File: src/rtl/jts16_fd1094_pkg.sv
// Shared definitions for the FD1094 state tracker and related bus snoopers.
package jts16_fd1094_pkg;

    typedef enum logic [2:0] {
        ST_INIT = 3'd0,
        ST_VEC  = 3'd1,
        ST_RUN  = 3'd2,
        ST_CMP1 = 3'd3,
        ST_CMP2 = 3'd4
    } fd_state_t;

    localparam logic [15:0] OP_CMPIL_D0 = 16'h0C80;
    localparam logic [15:0] OP_RTE      = 16'h4E73;

    // Reset vector: initial SSP and PC, two words each
    localparam int unsigned VEC_WORDS = 4;
    localparam logic [1:0]  VEC_LAST  = 2'(VEC_WORDS - 1);

endpackage

File: src/rtl/jts16_busacc.sv
// One-shot accept pulse per CPU bus cycle: fires on the first valid-data clock
// with the strobe low, then waits for the strobe to go high before re-arming.
module jts16_busacc (
    input  logic clk,
    input  logic rst,
    input  logic asn,
    input  logic rom_ok,
    output logic acc
);

    logic armed;

    assign acc = armed & ~asn & rom_ok;

    always_ff @(posedge clk or posedge rst) begin
        if (rst)
            armed <= 1'b0;
        else if (asn)
            armed <= 1'b1;
        else if (acc)
            armed <= 1'b0;
    end

endmodule

File: src/rtl/jts16_fd1094_ctrl.sv
// FD1094 decryption-state tracker: follows the state-change sequence, interrupt
// acknowledge and RTE on decoded fetches, and drives st/vrq/dec_en to the decoder.
module jts16_fd1094_ctrl #(
    parameter logic [7:0] IRQ_ST = 8'h00
) (
    input  logic        clk,
    input  logic        rst,
    input  logic [12:0] prog_addr,
    input  logic        fd1094_we,
    input  logic [7:0]  prog_data,
    input  logic        asn,
    input  logic        op_n,
    input  logic        inta,
    input  logic [23:1] addr,
    input  logic [15:0] dec,
    input  logic        rom_ok,
    output logic [7:0]  st,
    output logic        vrq,
    output logic        dec_en
);
    import jts16_fd1094_pkg::*;

    fd_state_t  state_q, state_d;
    logic [7:0] key0;
    logic [7:0] st_d, st_save, save_d;
    logic       vrq_d, dec_en_d, irq_mode, irq_d;
    logic [1:0] vec_cnt, cnt_d;
    logic       acc;
    logic       examine;
    logic       unused_addr;

    // Bus address is not needed to track the state; vector words are counted
    assign unused_addr = ^addr;

    jts16_busacc u_busacc (
        .clk    (clk),
        .rst    (rst),
        .asn    (asn),
        .rom_ok (rom_ok),
        .acc    (acc)
    );

    // Key survives reset, so no reset term here
    always_ff @(posedge clk) begin
        if (fd1094_we && prog_addr == 13'd0)
            key0 <= prog_data;
    end

    always_ff @(posedge clk or posedge rst) begin
        if (rst) begin
            state_q  <= ST_INIT;
            st       <= 8'h00;
            vrq      <= 1'b1;
            dec_en   <= 1'b0;
            irq_mode <= 1'b0;
            st_save  <= 8'h00;
            vec_cnt  <= 2'd0;
        end else begin
            state_q  <= state_d;
            st       <= st_d;
            vrq      <= vrq_d;
            dec_en   <= dec_en_d;
            irq_mode <= irq_d;
            st_save  <= save_d;
            vec_cnt  <= cnt_d;
        end
    end

    always_comb begin
        state_d  = state_q;
        st_d     = st;
        vrq_d    = vrq;
        dec_en_d = dec_en;
        irq_d    = irq_mode;
        save_d   = st_save;
        cnt_d    = vec_cnt;
        examine  = 1'b0;

        case (state_q)
            ST_INIT: begin
                st_d     = key0;
                dec_en_d = 1'b1;
                state_d  = ST_VEC;
            end
            ST_VEC: begin
                if (acc) begin
                    cnt_d = vec_cnt + 2'd1;
                    if (vec_cnt == VEC_LAST) begin
                        vrq_d   = 1'b0;
                        state_d = ST_RUN;
                    end
                end
            end
            ST_RUN, ST_CMP1, ST_CMP2: begin
                if (acc) begin
                    if (inta) begin
                        // Only the outermost interrupt records the state to restore
                        if (!irq_mode)
                            save_d = st;
                        irq_d   = 1'b1;
                        st_d    = IRQ_ST;
                        state_d = ST_RUN;
                    end else if (!op_n) begin
                        case (state_q)
                            ST_CMP1: begin
                                if (dec == 16'h0000)
                                    state_d = ST_CMP2;
                                else
                                    examine = 1'b1;
                            end
                            ST_CMP2: begin
                                if (dec[15:8] == 8'h00)
                                    st_d = dec[7:0];
                                state_d = ST_RUN;
                            end
                            default: examine = 1'b1;
                        endcase
                        // An aborted CMP1 word is treated as a fresh opcode
                        if (examine) begin
                            state_d = ST_RUN;
                            if (dec == OP_CMPIL_D0) begin
                                state_d = ST_CMP1;
                            end else if (dec == OP_RTE && irq_mode) begin
                                st_d  = st_save;
                                irq_d = 1'b0;
                            end
                        end
                    end
                end
            end
            default: state_d = ST_INIT;
        endcase
    end

endmodule

File: config.mk
export PLATFORM = sky130hd
export DESIGN_NAME = jts16_fd1094_ctrl
export DESIGN_NICKNAME = d
export VERILOG_FILES = /design/src/rtl/jts16_fd1094_pkg.sv /design/src/rtl/jts16_busacc.sv /design/src/rtl/jts16_fd1094_ctrl.sv
export SDC_FILE = /design/constraint.sdc
export NUM_CORES = 1
export LEC_CHECK = 0
export ABC_AREA = 1
export CORE_MARGIN = 10
export CORE_UTILIZATION = 25
export CTS_CLUSTER_DIAMETER = 100
export CTS_CLUSTER_SIZE = 14
export DETAILED_ROUTE_END_ITERATION = 8
export SETUP_SLACK_MARGIN = 0.3
export SLEW_MARGIN = 15
export SYNTH_ARGS = -nofsm -noshare
export SYNTH_HDL_FRONTEND = slang
export SYNTH_SLANG_ARGS = --single-unit
File: constraint.sdc
create_clock -name clk -period 1.5 [get_ports clk]
set_clock_uncertainty 0.2 [all_clocks]
set_input_delay 0.3 -clock clk [delete_from_list [all_inputs] [get_ports clk]]
set_output_delay 0.3 -clock clk [all_outputs]
set_load 0.01 [all_outputs]
# ---- Yosys cells after proc, flatten, opt, wreduce, memory -nomap -nowiden
# Cells that the tools add are included.
dict set report totals {
  register_bits 33
  word_cells 78
}
dict set report op_classes {
  addsub 1
  n_eq_ne 15
  muxes 32
  bitwise 4
  n_reduce_logical 17
}
# operator count
set op_table {}
lappend op_table {{$mux W8} 8}
lappend op_table {{$mux W3} 7}
lappend op_table {{$eq A16 B12 Y1 const B} 1}
lappend op_table {{$eq A16 B15 Y1 const B} 1}
lappend op_table {{$logic_not A16 Y1} 1}
lappend op_table {{$pmux W8 S2} 1}
lappend op_table {{$logic_not A13 Y1} 1}
lappend op_table {{$mux W1} 13}
lappend op_table {{$reduce_and A6 Y1} 2}
lappend op_table {{$ne A5 B5 Y1 const B} 2}
lappend op_table {{$pmux W3 S3} 1}
lappend op_table {{$logic_not A8 Y1} 1}
lappend op_table {{$ne A2 B2 Y1 const B} 4}
lappend op_table {{$reduce_bool A2 Y1} 4}
lappend op_table {{$eq A3 B2 Y1 const B} 2}
lappend op_table {{$pmux W3 S2} 1}
lappend op_table {{$reduce_and A3 Y1} 2}
lappend op_table {{$reduce_and A4 Y1} 1}
lappend op_table {{$eq A3 B1 Y1 const B} 1}
lappend op_table {{$eq A3 B3 Y1 const B} 1}
lappend op_table {{$logic_not A3 Y1} 1}
lappend op_table {{$ne A3 B3 Y1 const B} 1}
lappend op_table {{$reduce_or A3 Y1} 1}
lappend op_table {{$add A2 B1 Y2 const B} 1}
lappend op_table {{7 further kinds} 10}

# ---- Longest topological paths before layout
# Gate-level depths: netlist of the first run.
dict set report logic_depth {
  ltp_word 12
  depth_mapped 10
  depth_no_buf 10
}

# ---- Hierarchy
# Synthesis of the first run repeated with hierarchy kept, for this count alone.
dict set report hier_totals {
  hier_cells 242
  area_unflattened_um2 1866.8
}
# module n_inst cells_each area_each_um2 seq_area_each_um2
set by_module_without_submodules {}
lappend by_module_without_submodules {jts16_fd1094_ctrl 1 234 1813.0 842.1}
lappend by_module_without_submodules {jts16_busacc 1 8 53.8 25.0}

# ---- Least setup slack after synthesis of the first run
# Ideal clock, no wire load.
dict set report synth_timing {
  path_kind {input to register}
  from {in prog_addr[7]}
  to {reg key0[0] (enable)}
  setup_ps 395
  t_arrival_ps 1450
  required_time_ps 905
  path_slack_ps -545
  path_stages 3
  cell_sequence {nor4_1 > nand2_1 > nor4_1}
}
dict set report synth_via {
  elab_chain_cells 2
}
# item line_no
set synth_lines {}
lappend synth_lines {{start, declared} jts16_fd1094_ctrl.sv:8} ;# input logic [12:0] prog_addr,
lappend synth_lines {{$logic_not A13 Y1} jts16_fd1094_ctrl.sv:45} ;# if (fd1094_we && prog_addr == 13'd0)
lappend synth_lines {{$logic_and A1 B1 Y1} jts16_fd1094_ctrl.sv:45}
lappend synth_lines {{end signal, assigned} jts16_fd1094_ctrl.sv:46} ;# key0 <= prog_data;
lappend synth_lines {{end, declared} jts16_fd1094_ctrl.sv:24} ;# logic [7:0] key0;
# Every way passes these cells.
# A chain may end at the register's enable or synchronous reset.

# ---- Worst setup path in the final report of the first run
dict set report layout_timing {
  from {reg state_q[1]}
  to {reg st[1]}
}
dict set report layout_via {
  elab_chain_cells 11
  elab_cells_between_ends 22
  classes_between {5 x eq/ne; 13 x mux; 4 x reduce/logical}
}
# item line_no
set layout_lines {}
lappend layout_lines {{start, declared} jts16_fd1094_ctrl.sv:23} ;# fd_state_t state_q, state_d;
lappend layout_lines {{start signal, assigned} jts16_fd1094_ctrl.sv:59} ;# state_q <= state_d;
lappend layout_lines {{$eq A3 B3 Y1 or $eq A3 B2 Y1 (tied branches)} {jts16_fd1094_ctrl.sv:79, jts16_fd1094_ctrl.sv:104}}
lappend layout_lines {{$pmux W1 S2} jts16_fd1094_ctrl.sv:104} ;# case (state_q)
lappend layout_lines {{$mux W1} jts16_fd1094_ctrl.sv:103} ;# end else if (!op_n) begin
lappend layout_lines {{$mux W1} jts16_fd1094_ctrl.sv:96} ;# if (inta) begin
lappend layout_lines {{$mux W1} jts16_fd1094_ctrl.sv:95} ;# if (acc) begin
lappend layout_lines {{$mux W1} jts16_fd1094_ctrl.sv:79} ;# case (state_q)
lappend layout_lines {{$mux W8} jts16_fd1094_ctrl.sv:119} ;# if (examine) begin
lappend layout_lines {{$mux W8} jts16_fd1094_ctrl.sv:103}
lappend layout_lines {{$mux W8} jts16_fd1094_ctrl.sv:96}
lappend layout_lines {{$mux W8} jts16_fd1094_ctrl.sv:95}
lappend layout_lines {{$pmux W8 S2} jts16_fd1094_ctrl.sv:79}
lappend layout_lines {{end signal, assigned} jts16_fd1094_ctrl.sv:60} ;# st <= st_d;
lappend layout_lines {{end, declared} jts16_fd1094_ctrl.sv:17} ;# output logic [7:0] st,
# Several ways; a longest one is shown, not always the timed one. The select of a mux whose other input is x is not followed.

==> impl_metrics.ini, run 1 <==
[outcome]
status = complete, but fails checks
failed_checks = setup timing

[floorplan]
die-area_um2 = 11470
die_w_um = 107.1
initial_utilization_pct = 25.86
ios = 77
dieHeight_um = 107.1
rows = 31
design.core.area_um2 = 7331

[setup_path]
crit_path_start_kind = flop
reg2reg_slack_ns = -0.22
critPathTopFamily = simple AND/OR/NAND/NOR gates
worstSetupPathType = reg -> reg
critPathCaptureType = flop
crit_required_ns = 1.47
critPathBufInv = 2
max_stage_delay_ns = 0.39
path_cells = buf_6 -> nor2_4 -> o21ai_4 -> nor2_4 -> inv_2 -> nand2_4 -> nand2_2 -> nor2_1 -> a21oi_2
crit_top_cell = nor2_4
crit_fanout = 4
crit_arrival_ns = 1.69
cpMaxStageDelayCell = dfrtp_1

[timing]
finalMaxSlewViolations = 0
worst_slew_pin_slew_ns = 0.3330
max_clock_freq_mhz = 582.3
layout_setup_ws_ns = -0.2175
rsz0062_at_grt = yes
setup_viol_count_final = 23
finalHoldViolations = 0
fin_crit_sh_pct = 114.5
slew_headroom_pct = 77.77
period_minus_slack_ns = 1.717

[drt]
avgViaCountPerCell = 4.348
routed_wl_um = 5782
drc = 0
wl_per_cell_um = 13.14
ant_nets = 0
drt_iter0_markers = 96
vias = 1913
dr.pass1.iters = 4

[cts]
cts.sinks = 33
cts_tree = yes
clock_path_buffers = 2
clk_latency_ns = 0.28
clk_pin_slew_worst_paths_ns = 0.07
cts-root-buf = clkbuf_8
cts_made_buffers = 5
h-tree-depth = 2

[power_and_ir_drop]
combPwrFrac_pct = 57.9
pwr-share-seq_pct = 27.5
leakage_nw = 1.576
clkPwrFrac_pct = 14.6
switching_share_pct = 39.59
power-per-cell-area_nw_per_um2 = 1345
p_int_mw = 2.669
power_mw = 4.418
p_sw_mw = 1.749
peakVddDrop_v = 0.0005247

[global_routing]
grt_usage_pct = 10.15
grt_max_degree = 20
antenna_found_initial = 0
grt_pass1_vias = 1979
grt_pass1_wl_um = 9549
grt_overflow = 0

[cells_and_area]
area_growth_syn_to_layout_pct = 73.33
fin_util_pct = 44.82
final_cell_count_no_fill = 440
final_area_um2 = 3286
mostFrequentLayoutCell = buf_4
insertedDiodeCount = 0
drive_gt1_share_pct = 42.52
nNetsFinal = 408
layout_common_cells = 41 x buf_4, 37 x nand2_1, 37 x nor2_1

[placed_design]
port-buffer-count = 53
dpl_cell_area_um2 = 2922
dp_slack_ns = -0.5207
placed_cells = 420
gp_congestion = 0.7735
dp_hpwl_um = 4302

[synth]
synth_seq_area_share_pct = 45.74
syn_inst = 229
synth.ff_latch_count = 33
synth_cell_type_count = 32
synthesis.area_per_instance_um2 = 8.278
synth_area_um2 = 1896
synth_nets = 297
ys_warn_count = 0

[job]
cap_viol_max_count = 0

[hold_path]
worstHoldPathType = in -> async
-- layout make-up --
class	instances	area [um2]
tap	99	123.9
clock inverter	2	10.01
inverter	27	122.6
fill	718	4045
timing repair buffer	104	959.7
clock buffer	6	72.57
sequential	33	867.1
multi-input combinational	169	1130
-- power by group through the flow --
stage	Sequential (mW)	Combinational [mW]	Clock (mW)
2_1_floorplan	1.30	1.01	0
3_3_place_gp	1.23	1.98	0
3_5_place_dp	1.23	2.00	0
4_1_cts	1.22	2.38	0.671
5_1_grt	1.24	2.80	0.707
6_report	1.22	2.56	0.645
-- through the flow --
stage	hold slack (ns)	TNS [ns]
3_3_place_gp	0.2530	-13.78
6_report	0.06881	-4.201
3_5_place_dp	0.2520	-14.41
5_1_grt	0.09653	-5.777
2_1_floorplan	0.1266	-2.111
4_1_cts	0.07027	-4.099
-- cell families (layout without fill, tap and decap cells) --
| family | count (synthesis) | after routing | share of synthesized area (%) |
|---|---|---|---|
| buf+inv | 28 | 139 | 6.204 |
| compound gates | 15 | 15 | 7.327 |
| flops | 33 | 33 | 45.74 |
| simple gates | 142 | 143 | 34.26 |
| mux | 9 | 9 | 5.347 |
| fa+ha+maj | 1 | 1 | 0.6600 |
| xor+xnor | 1 | 1 | 0.4621 |
-- synth_stat cells (all sizes together) --
master | n | area [um2]
xor2 | 1 | 8.760
buf | 1 | 11.26
inv | 26 | 102.6
dfstp | 1 | 26.28
o21a | 1 | 7.510
dfrtp | 24 | 600.6
a21oi | 9 | 75.07
o22ai | 1 | 6.260
nor2 | 62 | 262.8
a21o | 1 | 7.510
nand3 | 22 | 115.1
or2 | 2 | 15.02
nand2 | 45 | 193.9
nand4 | 3 | 18.77
o21ai | 2 | 21.27
a22oi | 1 | 21.27
ha | 1 | 12.51
edfxtp | 8 | 240.2
nor4 | 3 | 18.77
nor3 | 5 | 25.02
clkinv | 1 | 3.750
mux2 | 9 | 101.4
-- worst register-to-register path, stage by stage (launching register included) --
cell and delay, ns:
dfrtp_1 0.39, buf_6 0.13, nor2_4 0.15, o21ai_4 0.13, nor2_4 0.13, inv_2 0.07, nand2_4 0.10, nand2_2 0.11
nor2_1 0.14, a21oi_2 0.06
-- worst paths after layout --
check	start	endpoint	depth (start not counted)
worst min register to register	dec_en$_DFFE_PP0P_	dec_en$_DFFE_PP0P_	2
max in group asynchronous	rst	vec_cnt[1]$_DFFE_PP0P_	3
worst max register to register	state_q[1]$_DFFE_PP0P_	st[1]$_DFFE_PP0P_	9
worst min-delay path	rst	dec_en$_DFFE_PP0P_	2
worst max-delay path	state_q[1]$_DFFE_PP0P_	st[1]$_DFFE_PP0P_	9
min in group clk	dec_en$_DFFE_PP0P_	dec_en$_DFFE_PP0P_	2
-- state kept, by name, indices dropped and copies added, names as in the netlist --
register / flops
st_save: 8
st: 8
u_busacc.armed: 1
key0: 8
dec_en: 1
irq_mode: 1
state_q: 3
vec_cnt: 2
vrq: 1
-- what timing repair did --
action | CTS | global route
endpoints found under the setup margin | 42 | 42
buffers inserted | 7 | 4
gates cloned | 1 | 0
pin swaps | 16 | 13
resized for setup | 122 | 27
hold buffers | 0 | 0
-- per-layer routing --
metal	GRT usage, %	routed length [um]	part of all wire (%)
met5	0	0	0
met4	2.998	46	0.80
met3	3.234	445	7.7
met2	16.88	2785	48
met1	12.20	2506	43
(Power assumes the default switching activity.)
==> run 2, diff against run 1 <==
--- a/config.mk
+++ b/config.mk
@@ -13,2 +13,3 @@
 export DETAILED_ROUTE_END_ITERATION = 8
+export GPL_TIMING_DRIVEN = 0
 export SETUP_SLACK_MARGIN = 0.3
==> constraint.sdc (replaced) <==
create_clock -name clk -period 1.5 [get_ports clk]
set_clock_uncertainty 0.2 [all_clocks]
set_input_delay 0.45 -clock clk [delete_from_list [all_inputs] [get_ports clk]]
set_output_delay 0.45 -clock clk [all_outputs]
set_load 0.01 [all_outputs]
==> run 2 against run 1 <==
  * The run still ends with setup timing left
  * Sequential power is essentially flat
  * Critical endpoint is now st[0]$_DFFE_PP0P_
  * Critical path depth is the same
  * Cell area shrank 4.0%
  * Sequential share of layout area grew 1.1 points
  * Sequential cell count is the same
  * Worst setup slack lost 0.0085 ns
  * Fmax shrank 0.49%
  * Worst hold slack gained 0.20 ns
  * First-iteration DRC count shrank 45%
==> impl_metrics.ini, run 2 (synthesis gave the netlist of run 1 again) <==
[drt]
wl_per_cell_um = 13.61
ant_nets = 0
routed_wl_um = 5730
drt_iter0_markers = 53
avgViaCountPerCell = 4.276
dr.pass1.iters = 4
drc = 0
vias = 1800

[timing]
finalMaxSlewViolations = 0
layout_setup_ws_ns = -0.2259
period_minus_slack_ns = 1.726
slew_headroom_pct = 77.69
fin_tns_setup_ns = -4.173
finalHoldViolations = 0
setup_viol_count_final = 22
fin_crit_sh_pct = 115.1
worst_slew_pin_slew_ns = 0.3340
rsz0062_at_grt = yes
max_clock_freq_mhz = 579.4

[global_routing]
antenna_found_initial = 0
grt_overflow = 0
grt_pass1_wl_um = 8963
grt_max_degree = 26
grt_pass1_vias = 1892
grt_usage_pct = 9.861

[cells_and_area]
area_growth_syn_to_layout_pct = 66.47
drive_gt1_share_pct = 40.99
layout_common_cells = 36 x nand2_1, 36 x nor2_1, 25 x buf_4
final_cell_count_no_fill = 421
nFillCells = 718
top_regs = key0 (8), st (8), st_save (8)
nNetsFinal = 389
insertedDiodeCount = 0

[setup_path]
crit_fanout = 8
worstSetupPathType = reg -> reg
crit_arrival_ns = 1.70
critPathCaptureType = flop
r2r_cells = 9
cpMaxStageDelayCell = dfrtp_2
r2r-start = state_q[1]$_DFFE_PP0P_
path_cells = or2_4 -> o21ai_4 -> nor2_4 -> inv_2 -> nand2_4 -> nand2_8 -> inv_12 -> nor2_2 -> a21oi_2
max_stage_delay_ns = 0.44
r2r_end = st[0]$_DFFE_PP0P_
reg2reg_slack_ns = -0.23
crit_path_start_kind = flop
crit_required_ns = 1.48

[cts]
cts_made_buffers = 5
clk_pin_slew_worst_paths_ns = 0.07
cts_tree = yes
cts-hold-fix-buffers = 0
clk_latency_ns = 0.29
clock_path_buffers = 2
h-tree-depth = 2
cts-root-buf = clkbuf_8
cts.sinks = 33

[power_and_ir_drop]
leakage_nw = 1.452
peakVddDrop_v = 0.0004656
power-per-cell-area_nw_per_um2 = 1407
power_mw = 4.441

[placed_design]
placed_cells = 381
gp_congestion = 0.8387
dp_hpwl_um = 3968
dp_slack_ns = -0.7995
port-buffer-count = 53

[floorplan]
initial_utilization_pct = 25.86
dieHeight_um = 107.1
ios = 77
design.core.area_um2 = 7331
rows = 31
die-area_um2 = 11470
die_w_um = 107.1

[hold_path]
min_path_cells = 1
worstHoldPathType = reg -> reg
hold_start = vrq$_DFFE_PP1P_
worstHoldEndpoint = vrq$_DFFE_PP1P_

[outcome]
status = complete, but fails checks
failed_checks = setup timing

[job]
cap_viol_max_count = 0
## run 2: changes by cell type in the layout (fill, tap and decap cells not counted), moves of 2 or more
cell,change
buf_6,-3
nor2_4,+3
clkdlybuf4s50_1,-15
inv_4,-2
inv_2,+2
buf_4,-16
dlygate4sd2_1,+16
clkinv_2,-2
clkinvlp_4,+2
dlymetal6s2s_1,-3
## run 2: worst max path at each step
stage	startpoint	end	cells after the start
floorplan	prog_addr[7]	key0[0]$_DFFE_PP_	3
global placement	dec[6]	st[6]$_DFFE_PP0P_	11
detailed placement	dec[6]	st[6]$_DFFE_PP0P_	11
CTS	state_q[0]$_DFFE_PP0P_	st_save[6]$_DFFE_PP0P_	5
global route	state_q[1]$_DFFE_PP0P_	st[0]$_DFFE_PP0P_	9
finish	state_q[1]$_DFFE_PP0P_	st[0]$_DFFE_PP0P_	9
## run 2: routing by layer
layer  vias up  share of wire, %  track usage (%)
met1       811                42            10.99
met2        56                46            15.75
met5         -                 0                0
met3         9               9.0            4.491
met4         0               2.2            4.545
li1        924                 -                -
## run 2: through the flow
step                      area (um2)  hold WS, ns  utilization (%)
after floorplan                 2048       0.2449                -
after global placement          2703       0.2542            36.87
after detailed placement        2703       0.2566            36.87
after CTS                       3023       0.2731            41.24
after global routing            3156       0.3000            43.04
final                           3156       0.2716            43.04
## run 2: critical path: cells and delay by family, from the launching register on
family / cells / cell delay, ns
AND/OR/NAND/NOR: 5 / 0.67
flip-flops: 1 / 0.44
AO/OA/AOI/OAI: 2 / 0.16
buffers and inverters: 2 / 0.15
## run 2: timing repair
item,in CTS,in global routing
endpoints found under the hold margin,0,0
setup buffers,20,8
gates resized for setup,127,16
gates cloned,2,2
pin swaps,22,9
setup endpoints to repair,66,47
## run 2: area by class of cell
class / count / area [um2] / share of cell area, %
timing repair inverter: 1 / 7.507 / 0.2379
sequential: 33 / 868.3 / 27.52
clock buffer: 7 / 86.33 / 2.736
tap: 99 / 123.9 / 3.925
buffer: 1 / 11.26 / 0.3569
inverter: 27 / 121.4 / 3.846
multi-input combinational: 170 / 1174 / 37.19
timing repair buffer: 82 / 733.2 / 23.24
clock inverter: 1 / 30.03 / 0.9516
## run 2: power by group
group	total, mW	switching (mW)	internal, mW	leakage [nW]
combinational	2.33	1.23	1.10	1.02
clock	0.887	0.345	0.542	0.0585
sequential	1.23	0.127	1.10	0.375
total	4.44	1.70	2.74	1.45
==> run 3, diff against run 2 <==
ABC_AREA = default   (was 1)
==> run 3 against run 2 <==
  * The run still ends with setup timing left
  * Die area down 7.4%
  * Synthesized cell count down 28%
  * Wire length up 1.3%
  * Critical endpoint is now irq_mode$_DFFE_PP0P_
  * Largest power group unchanged
==> impl_metrics.ini, run 3 <==
[synth]
synth_flop_cell = dfrtp_1
syn_inst = 164
ys_async_sr_fraction_pct = 75.76
synth_seq_area_share_pct = 50.29
synth_nets = 232
ys_warn_count = 0
synthTopCellsByArea = dfrtp_1 35%, edfxtp_1 14%, mux2_2 6.5%
synth_cell_type_count = 44
synth_edf_count = 8
synth.ff_latch_count = 33
yosys.area.top_type = dfrtp_1
synth.top_cell.area_share_pct = 34.83
synth_area_um2 = 1724
synth_most_common_cell = dfrtp_1
synth.top_cells.by_count = 24 x dfrtp_1, 19 x nand2_1, 13 x o21ai_0, 11 x a21oi_1, 10 x mux2_2
synthesis.area_per_instance_um2 = 10.51

[setup_path]
crit_required_ns = 1.47
max_stage_delay_ns = 0.55
cpMaxStageDelayCell = or4_4
crit_fanout = 2
crit_path_start_kind = primary input
worstSetupPathType = in -> reg
crit_arrival_ns = 2.02
critPathCaptureType = flop
path_cells = buf_6 -> or4_4 -> nor2_4 -> nand3_4 -> or4_1 -> a22o_1

[placed_design]
gp_congestion = 0.7896
dp_slack_ns = -1.253
port-buffer-count = 53
dpl_cell_area_um2 = 2445
dp_hpwl_um = 3771

[timing]
rsz0062_at_grt = yes
slew_headroom_pct = 73.40
layout_setup_ws_ns = -0.5489
max_clock_freq_mhz = 488.1
period_minus_slack_ns = 2.049
setup_viol_count_final = 32
worst_slew_pin_slew_ns = 0.3979
fin_crit_sh_pct = 136.6
finalHoldViolations = 0
finalMaxSlewViolations = 0
hold_slack_ns = 0.1706

[cts]
cts-root-buf = clkbuf_8
clk_latency_ns = 0.28
clk_pin_slew_worst_paths_ns = 0.07
clock_path_buffers = 2
cts_tree = yes
h-tree-depth = 2
cts.sinks = 33
cts_made_buffers = 5

[cells_and_area]
top_regs = key0 (8), st (8), st_save (8)
insertedDiodeCount = 0
nNetsFinal = 328
area_growth_syn_to_layout_pct = 76.71
drive_gt1_share_pct = 51.34
fin_util_pct = 45.09
layout_common_cells = 25 x buf_4, 23 x dfrtp_1, 21 x buf_6
mostFrequentLayoutCell = buf_4
final_area_um2 = 3047

[floorplan]
die_w_um = 103.0
ios = 77
initial_utilization_pct = 25.52
design.core.area_um2 = 6756
die-area_um2 = 10620
rows = 30
dieHeight_um = 103.0

[drt]
wl_per_cell_um = 17.01
dr.pass1.iters = 4
drc = 0
routed_wl_um = 5802
vias = 1665
ant_nets = 0
drt_iter0_markers = 71
avgViaCountPerCell = 4.883

[global_routing]
grt_pass1_wl_um = 8963
grt_usage_pct = 10.81
grt_max_degree = 26
grt_pass1_vias = 1792
grt_overflow = 0
antenna_found_initial = 0

[power_and_ir_drop]
peakVddDrop_v = 0.0003498
power-per-cell-area_nw_per_um2 = 1046
power_mw = 3.186
leakage_nw = 1.279

[job]
cap_viol_max_count = 0

[outcome]
failed_checks = setup timing
status = complete, but fails checks

[hold_path]
worstHoldPathType = in -> reg
==> run 3: final timing paths <==
check                                  startpoint                         end  slack, ns  cells past startpoint
setup / recovery                          dec[15]        irq_mode$_DFFE_PP0P_      -0.55                      6
hold / removal                                asn  u_busacc.armed$_DFFE_PP0P_       0.17                      2
setup reg to reg           state_q[0]$_DFFE_PP0P_        irq_mode$_DFFE_PP0P_      -0.48                      5
hold reg to reg            vec_cnt[0]$_DFFE_PP0P_      vec_cnt[0]$_DFFE_PP0P_       0.29                      1
max in group asynchronous                     rst             vrq$_DFFE_PP1P_       0.43                      2
min in group asynchronous                     rst      st_save[3]$_DFFE_PP0P_       0.40                      2
==> run 3: area by class of cell <==
type                            count  area [um2]
Clock buffer                        6       72.57
Sequential cell                    33       868.3
Clock inverter                      2       10.01
Inverter                            2       11.26
Timing Repair inverter              1       7.507
Fill cell                         632        3710
Timing Repair Buffer               88       777.0
Buffer                              5       48.80
Multi-Input combinational cell    124        1151
Tap cell                           80       100.1
==> run 3: routing by layer <==
metal  global-route usage (%)  share of wire, %  up-vias
met4                    3.529               1.0        0
li1                         -                 -      813
met1                    12.92                44      798
met2                    16.77                47       48
met3                    5.027               7.9        6
met5                        0                 0        -
==> run 3: where the power goes <==
part | total, mW | switching [mW] | internal (mW)
Combinational | 1.30 | 0.570 | 0.731
Sequential | 1.24 | 0.134 | 1.11
Clock | 0.642 | 0.320 | 0.321
Total | 3.19 | 1.02 | 2.16
==> run 3: worst max-delay path, delay by kind of cell <==
kind	cells	cell delay [ns]
buf+inv	1	0.09
compound gates	1	0.20
simple gates	4	1.28
==> run 3: repair_timing <==
| action | in CTS | in global routing |
|---|---|---|
| endpoints found under the setup margin | 67 | 67 |
| hold buffers | 0 | 0 |
| cloned | 0 | 1 |
| setup buffers | 25 | 10 |
| pin swaps | 20 | 13 |
| gates resized for setup | 172 | 28 |
==> run 3: cell families (layout without fill, tap and decap cells) <==
logic type / after synthesis / in the layout / share of synthesized area (%)
flops: 33 / 33 / 50.29
fa+ha+maj: 1 / 1 / 0.7256
buf+inv: 7 / 104 / 1.669
mux: 11 / 11 / 7.112
simple gates: 72 / 72 / 26.12
compound gates: 39 / 39 / 13.57
xor+xnor: 1 / 1 / 0.5081
==> run 3: stage by stage <==
stage,instances,TNS (ns)
floorplan,164,-13.75
global placement,297,-41.79
detailed placement,297,-42.80
CTS,330,-9.827
global route,341,-11.69
finish,341,-10.47
